File: config.mk
export PLATFORM = sky130hd
export DESIGN_NAME = fetch_unit_flat
export DESIGN_NICKNAME = d
export VERILOG_FILES = /design/src/rtl/fetch_unit_if.sv /design/src/rtl/fetch_unit.sv /design/src/flat_wrapper.sv
export SDC_FILE = /design/constraint.sdc
export NUM_CORES = 1
export LEC_CHECK = 0
export BUFFER_PORTS_ARGS = -buffer_cell sky130_fd_sc_hd__buf_4
export CAP_MARGIN = 10
export CORE_MARGIN = 2
export CORE_UTILIZATION = 40
export CTS_CLUSTER_DIAMETER = 150
export DETAILED_ROUTE_END_ITERATION = 10
export PLACE_DENSITY = 0.71
export SLEW_MARGIN = 40
export SYNTH_ARGS = -nofsm -noshare
export SYNTH_HDL_FRONTEND = slang
export SYNTH_SLANG_ARGS = --single-unit
File: constraint.sdc
create_clock -name clk -period 3.42 [get_ports clk]
set_input_delay 0.342 -clock clk [delete_from_list [all_inputs] [get_ports clk]]
set_output_delay 0.342 -clock clk [all_outputs]
set_load 0.005 [all_outputs]
File: src/rtl/fetch_unit_if.sv
// Instruction-memory request/response channel between the fetch stage and imem.
// Single outstanding transfer: a beat completes on an edge with req && ready.
interface fetch_unit_if;
    logic        imem_req;
    logic [31:0] imem_addr;
    logic        imem_ready;
    logic [31:0] imem_rdata;

    modport master (
        output imem_req,
        output imem_addr,
        input  imem_ready,
        input  imem_rdata
    );

    modport slave (
        input  imem_req,
        input  imem_addr,
        output imem_ready,
        output imem_rdata
    );
endinterface

File: src/rtl/fetch_unit.sv
// MIPS instruction-fetch stage: owns the PC, talks to imem, and drives IF/ID
// load/flush with a one-entry hold buffer for stalls and a kill state for redirects.
module fetch_unit #(
    parameter logic [31:0] RESET_PC = 32'h0000_0000,
    parameter logic [31:0] NOP      = 32'h0000_0000
) (
    input  logic               clk,
    input  logic               reset,
    input  logic               stall,
    input  logic               redirect,
    input  logic [31:0]        redirect_pc,
    fetch_unit_if.master       imem,
    output logic [31:0]        pc_out,
    output logic [31:0]        instruction_out,
    output logic               if_id_enable,
    output logic               if_id_flush,
    output logic [31:0]        fetch_pc
);

    typedef enum logic [1:0] {
        FETCH = 2'd0,
        HOLD  = 2'd1,
        KILL  = 2'd2
    } state_t;

    state_t      state, state_nxt;
    logic [31:0] pc, pc_nxt;
    logic [31:0] buf_instr, buf_nxt;
    logic [31:0] redir_pc, redir_nxt;
    logic [31:0] pc_plus4;

    assign pc_plus4 = pc + 32'd4;
    assign fetch_pc = pc;

    always_ff @(posedge clk) begin
        if (reset) begin
            state     <= FETCH;
            pc        <= RESET_PC;
            buf_instr <= NOP;
            redir_pc  <= 32'd0;
        end else begin
            state     <= state_nxt;
            pc        <= pc_nxt;
            buf_instr <= buf_nxt;
            redir_pc  <= redir_nxt;
        end
    end

    always_comb begin
        state_nxt = state;
        pc_nxt    = pc;
        buf_nxt   = buf_instr;
        redir_nxt = redir_pc;
        case (state)
            FETCH: begin
                if (redirect) begin
                    if (imem.imem_ready) begin
                        pc_nxt = redirect_pc;
                    end else begin
                        // The in-flight beat must still be drained before retargeting.
                        redir_nxt = redirect_pc;
                        state_nxt = KILL;
                    end
                end else if (imem.imem_ready) begin
                    if (stall) begin
                        buf_nxt   = imem.imem_rdata;
                        state_nxt = HOLD;
                    end else begin
                        pc_nxt = pc_plus4;
                    end
                end
            end
            HOLD: begin
                if (redirect) begin
                    pc_nxt    = redirect_pc;
                    state_nxt = FETCH;
                end else if (!stall) begin
                    pc_nxt    = pc_plus4;
                    state_nxt = FETCH;
                end
            end
            KILL: begin
                if (redirect) begin
                    redir_nxt = redirect_pc;
                end
                if (imem.imem_ready) begin
                    pc_nxt    = redirect ? redirect_pc : redir_pc;
                    state_nxt = FETCH;
                end
            end
            default: begin
                state_nxt = FETCH;
            end
        endcase
    end

    always_comb begin
        imem.imem_req   = 1'b0;
        imem.imem_addr  = pc;
        if_id_enable    = 1'b0;
        if_id_flush     = 1'b0;
        pc_out          = 32'd0;
        instruction_out = NOP;
        if (reset) begin
            if_id_flush = 1'b1;
        end else begin
            case (state)
                FETCH: begin
                    imem.imem_req = 1'b1;
                    if (redirect) begin
                        if_id_flush = 1'b1;
                    end else if (imem.imem_ready && !stall) begin
                        if_id_enable    = 1'b1;
                        instruction_out = imem.imem_rdata;
                        pc_out          = pc_plus4;
                    end else if (!imem.imem_ready && !stall) begin
                        if_id_flush = 1'b1;
                    end
                end
                HOLD: begin
                    if (redirect) begin
                        if_id_flush = 1'b1;
                    end else if (!stall) begin
                        if_id_enable    = 1'b1;
                        instruction_out = buf_instr;
                        pc_out          = pc_plus4;
                    end
                end
                KILL: begin
                    imem.imem_req = 1'b1;
                    if_id_flush   = !stall;
                end
                default: begin
                    if_id_flush = 1'b1;
                end
            endcase
        end
    end

endmodule

File: src/flat_wrapper.sv
// flat-port wrapper written by rule: the top's interface ports become plain ports
module fetch_unit_flat 
#(
    parameter logic [31:0] RESET_PC = 32'h0000_0000,
    parameter logic [31:0] NOP      = 32'h0000_0000
)
  (clk, reset, stall, redirect, redirect_pc, pc_out, instruction_out, if_id_enable, if_id_flush, fetch_pc, imem_imem_req, imem_imem_addr, imem_imem_ready, imem_imem_rdata);
  fetch_unit_if imem_i ();
  input  logic clk;
  input  logic reset;
  input  logic stall;
  input  logic redirect;
  input  logic [31:0] redirect_pc;
  output logic [31:0] pc_out;
  output logic [31:0] instruction_out;
  output logic if_id_enable;
  output logic if_id_flush;
  output logic [31:0] fetch_pc;
  output wire logic [$bits(imem_i.imem_req)-1:0] imem_imem_req;
  output wire logic [$bits(imem_i.imem_addr)-1:0] imem_imem_addr;
  input wire logic [$bits(imem_i.imem_ready)-1:0] imem_imem_ready;
  input wire logic [$bits(imem_i.imem_rdata)-1:0] imem_imem_rdata;
  assign imem_imem_req = imem_i.imem_req;
  assign imem_imem_addr = imem_i.imem_addr;
  assign imem_i.imem_ready = imem_imem_ready;
  assign imem_i.imem_rdata = imem_imem_rdata;
  fetch_unit #(.RESET_PC(RESET_PC), .NOP(NOP)) u_core (.clk(clk), .reset(reset), .stall(stall), .redirect(redirect), .redirect_pc(redirect_pc), .imem(imem_i), .pc_out(pc_out), .instruction_out(instruction_out), .if_id_enable(if_id_enable), .if_id_flush(if_id_flush), .fetch_pc(fetch_pc));
endmodule
* Yosys cells after proc, flatten, opt, wreduce, memory -nomap -nowiden *
Cells that the tools add are included.

word-level totals
  register bits = 98
  input port bits = 69
  word-level logic and storage cells = 73

operators by class
  equality and inequality tests = 10
  reductions and logical operators = 12
  muxes and demuxes = 45
  bitwise operators = 1
  add/subtract/negate cells = 1

operator list
  operator                 number
  $mux W32                 19
  $pmux W32 S2             3
  $pmux W32 S3             1
  $add A32 B3 Y32 const B  1
  $mux W2                  7
  $mux W1                  12
  $ne A3 B3 Y1 const B     4
  $ne A2 B2 Y1 const B     4
  $pmux W2 S3              1
  $reduce_and A3 Y1        2
  $reduce_and A5 Y1        1
  $reduce_and A4 Y1        1
  $pmux W1 S3              1
  $reduce_bool A3 Y1       1
  $eq A2 B1 Y1 const B     1
  $eq A2 B2 Y1 const B     1
  $logic_and A1 B1 Y1      2
  $logic_not A1 Y1         2
  $logic_not A2 Y1         1
  $pmux W1 S2              1
  $reduce_bool A2 Y1       1
  $reduce_or A2 Y1         1
  $not A1 Y1               1

* Longest topological paths before layout *
  word-level depth = 7
  depth in mapped cells = 8
  mapped depth without buffers = 6

* Least setup slack after synthesis *
Ideal clock, no wire load.

  kind = register -> output
  start = register u_core.pc[2], in the netlist u_core.fetch_pc[2]
  end = output pc_out[30]
  setup slack = 1.163 ns
  stages on the path, launching flop included = 8
  buffers on the path = 1
  data required time = 3.078 ns
  data arrival time = 1.915 ns
  cell sequence = dfxtp_1 ha_1 nand4_4 or4_1 buf_4 nor3_4 xnor2_1 nor2_1

on the way
  longest elaborated chain between the ends = 5
  elaborated cells between the ends (all ways) = 7
  classes of those cells = 1 x add/sub; 6 x mux

RTL lines
  element                      line                                  RTL
  start, declared              fetch_unit.sv:27                      logic [31:0] pc, pc_nxt;
  start signal, assigned       fetch_unit.sv:43                      pc <= pc_nxt;
  $add A32 B3 Y32 (*)          fetch_unit.sv:32                      assign pc_plus4 = pc + 32'd4;
  $mux W32 (on tied branches)  fetch_unit.sv:123, fetch_unit.sv:112
  $mux W32 (on tied branches)  fetch_unit.sv:121, fetch_unit.sv:110
  $pmux W32 S2 (*)             fetch_unit.sv:107                     case (state)
  $mux W32 (*)                 fetch_unit.sv:104                     if (reset) begin
  end, declared                flat_wrapper.sv:14                    output logic [31:0] pc_out;

Mark *: on every way between the ends. The rest lies on a longest branch, timed or not.

* Worst setup path after layout *
Same ends and word-level chain as after synthesis.

==> impl_metrics.env <==
export IMPL_port_buffer_count=199
export IMPL_n_antenna_cell=0
export IMPL_max_cap_violations=0
export IMPL_worst_clock_skew_ps=6.43
export IMPL_p_clk_frac=0.360
export IMPL_startpoint_type="flip-flop"
export IMPL_vdd_ir_drop_max_mv=0.203
export IMPL_firstDrtPassIters=8
export IMPL_syn_nets=881
export IMPL_synth_seq_cells=98
export IMPL_core_area_um2=14400
export IMPL_avgSynthCellArea_um2=7.17
export IMPL_grt_ovfl_total=0
export IMPL_drt_total_wl_um=17500
export IMPL_cts_resized=0
export IMPL_grt_pass1_wl_um=28000
export IMPL_clock_sinks=98
export IMPL_area_delta_synth_final_pct=28.3
export IMPL_seqPwrFrac=0.459
export IMPL_final_hold_violation_count=0
export IMPL_dieHeight_um=125
export IMPL_htree_levels=3
export IMPL_yosys_area_top_type_share=0.337
export IMPL_std_cell_rows=44
export IMPL_netlist_area_um2=5820
export IMPL_arrival_ps=2700
export IMPL_post_drt_wl_per_cell_um=15.5
export IMPL_initialDrtViolationCount=546
export IMPL_initial_core_util=0.405
export IMPL_synthTopCellsByArea="dfxtp_1, nand2_1, a21oi_1"
export IMPL_fin_cells=1128
export IMPL_grt_antenna_before_repair=0
export IMPL_setup_viol=0
export IMPL_io_pins=200
export IMPL_drc=0
export IMPL_num_vias=6081
export IMPL_final_nets=1009
export IMPL_grt_pass1_vias=5357
export IMPL_dieArea_um2=15500
export IMPL_cts_tree="built"
export IMPL_placed_cell_area_um2=7170
export IMPL_vias_per_cell=5.39
export IMPL_ctsRootBufferMaster="clkbuf_16"
export IMPL_hp_class="input port to flip-flop"
export IMPL_dp_cells=1112
export IMPL_yosysWarnings=0
export IMPL_holdWs_ps=211
export IMPL_post_route_period_util=0.891
export IMPL_yosys_area_top_type="dfxtp_1"
export IMPL_worstMarginPinSlew_ps=857
export IMPL_cts_max_path_buffers=2
export IMPL_drive_gt1_frac=0.266
export IMPL_critical_path_max_fanout=8
export IMPL_p_leak_nw=2.99
export IMPL_cts_hold_buf=0
export IMPL_yosysUniqueCellTypes=65
export IMPL_antenna_left=0
export IMPL_cp_end_kind="output port"
export IMPL_final_setup_tns_ps=0
export IMPL_power_density_nw_per_um2=376
export IMPL_fin_crit_ps=3050
export IMPL_rsz0062_at_grt="false"
export IMPL_hpwl_um=12000
export IMPL_post_cts_buffers=0
export IMPL_design_area_um2=7460
export IMPL_netSwitchingFraction=0.291
export IMPL_clk_latency_ps=360
export IMPL_p_int_mw=1.99
export IMPL_power_frac_comb=0.181
export IMPL_routabilityCongestion=0.858
export IMPL_cts_buffers=9
export IMPL_cp_required_ps=3080
export IMPL_grt_usage=0.217
export IMPL_max_freq_mhz=328
export IMPL_critPathKind="flip-flop to output port"
export IMPL_ys_seq_area_frac=0.337
export IMPL_drv_slew=0
export IMPL_synth_ff_type="dfxtp_1"
export IMPL_nFillCells=1435
export IMPL_slew_headroom=0.429
export IMPL_p_sw_uw=816
export IMPL_grt_max_degree=56
export IMPL_dieWidth_um=125
export IMPL_total_power_mw=2.80
export IMPL_path_clk_slew_ps=70
export IMPL_status="finished clean"
export IMPL_synth_edff_count=0
export IMPL_synthArstFlopShare=0
export IMPL_synthCells=811
==> kinds of logic (layout without fill, tap and decap cells) <==
kind of cell / Yosys count / after routing / synth area share
simple gates: 352 / 352 / 0.278
buf+inv: 110 / 243 / 0.0994
xor+xnor: 27 / 27 / 0.0407
mux: 3 / 3 / 0.00516
fa+ha+maj: 1 / 1 / 0.00215
flops: 98 / 98 / 0.337
compound gates: 220 / 220 / 0.238
==> registers in the layout (all words and copies together) (netlist names) <==
register / flops
u_core.state: 2
u_core.buf_instr: 32
u_core.fetch_pc: 32
u_core.redir_pc: 32
==> final cells by class <==
cell class	instances	area (um^2)	area share
inverters	10	37.5	0.00503
clock inverters	4	33.8	0.00453
multi-input cells	603	3290	0.441
clock buffers	12	256	0.0344
flip-flops and latches	98	1960	0.263
well taps	184	230	0.0308
repair buffers	217	1650	0.222
==> critical path: stages, from the launching register on <==
cell and delay (ps):
dfxtp_1 460, ha_1 300, nand4_4 200, or4_1 810
nor3_4 250, xnor2_1 140, nor2_1 50, buf_4 140
==> power groups by stage <==
stage,registers (mW),clock network (mW),logic [mW]
2_1_floorplan,1.29,0,0.305
3_3_place_gp,1.31,0,0.504
5_1_grt,1.30,1.07,0.561
3_5_place_dp,1.31,0,0.508
6_report,1.29,1.01,0.508
4_1_cts,1.29,1.03,0.509
==> metal layers <==
layer	GRT usage	share of wire	wire (um)	up-vias
li1	-	-	-	3035
met1	0.292	0.45	7870	2800
met2	0.345	0.46	7980	227
met3	0.0657	0.081	1410	19
met4	0.0476	0.012	216	0
met5	0	0	0	-
==> synth_stat cells (all sizes together) (2+ instances only) <==
cell type,number
a211oi,5
a21o,2
a21oi,100
a221oi,4
a22oi,34
a31oi,6
and2,5
and3,5
and4,4
buf,51
clkbuf,49
dfxtp,98
inv,10
mux2i,3
nand2,171
nand2b,7
nand3,22
nand3b,3
nand4,8
nor2,94
nor2b,6
nor3,8
nor3b,2
nor4,6
nor4b,2
o211ai,10
o21ai,29
o221a,3
o311a,2
o311ai,5
o31a,2
o31ai,9
o32ai,2
or4,4
xnor2,13
xor2,14
==> through the flow <==
| stage | util | setup slack, ps |
|---|---|---|
| 2_1_floorplan | - | 1160 |
| 3_3_place_gp | 0.499 | 786 |
| 3_5_place_dp | 0.499 | 754 |
| 4_1_cts | 0.519 | 364 |
| 5_1_grt | 0.519 | 189 |
| 6_report | 0.519 | 374 |
==> cell usage in the layout, fill, tap and decap left out, drive strengths merged, types with 2 or more instances in the layout <==
cell	instances
and3	5
nor2	94
nand3	22
nand2	171
a21o	2
o221a	3
a221oi	4
o31a	2
a31oi	6
nor4b	2
o311ai	5
nand3b	3
o21ai	29
o211ai	10
nand4	8
xor2	14
and4	4
nor4	6
inv	12
or4	4
nand2b	7
o311a	2
nor3b	2
o31ai	9
a21oi	100
o32ai	2
dfxtp	98
a22oi	34
buf	217
and2	5
a211oi	5
xnor2	13
clkbuf	12
mux2i	3
nor2b	6
nor3	8
==> final timing paths <==
| kind | slack [ps] | startpoint | cells past startpoint | end |
|---|---|---|---|---|
| worst max-delay path | 370 | u_core.fetch_pc[2] | 7 | pc_out[30] |
| worst min-delay path | 210 | imem_imem_ready | 2 | u_core.state[1] |
| worst max register to register | 970 | u_core.state[1] | 6 | u_core.fetch_pc[26] |
| worst min register to register | 450 | u_core.redir_pc[0] | 2 | u_core.redir_pc[0] |
No activity file was read; power rests on OpenSTA's default activity.
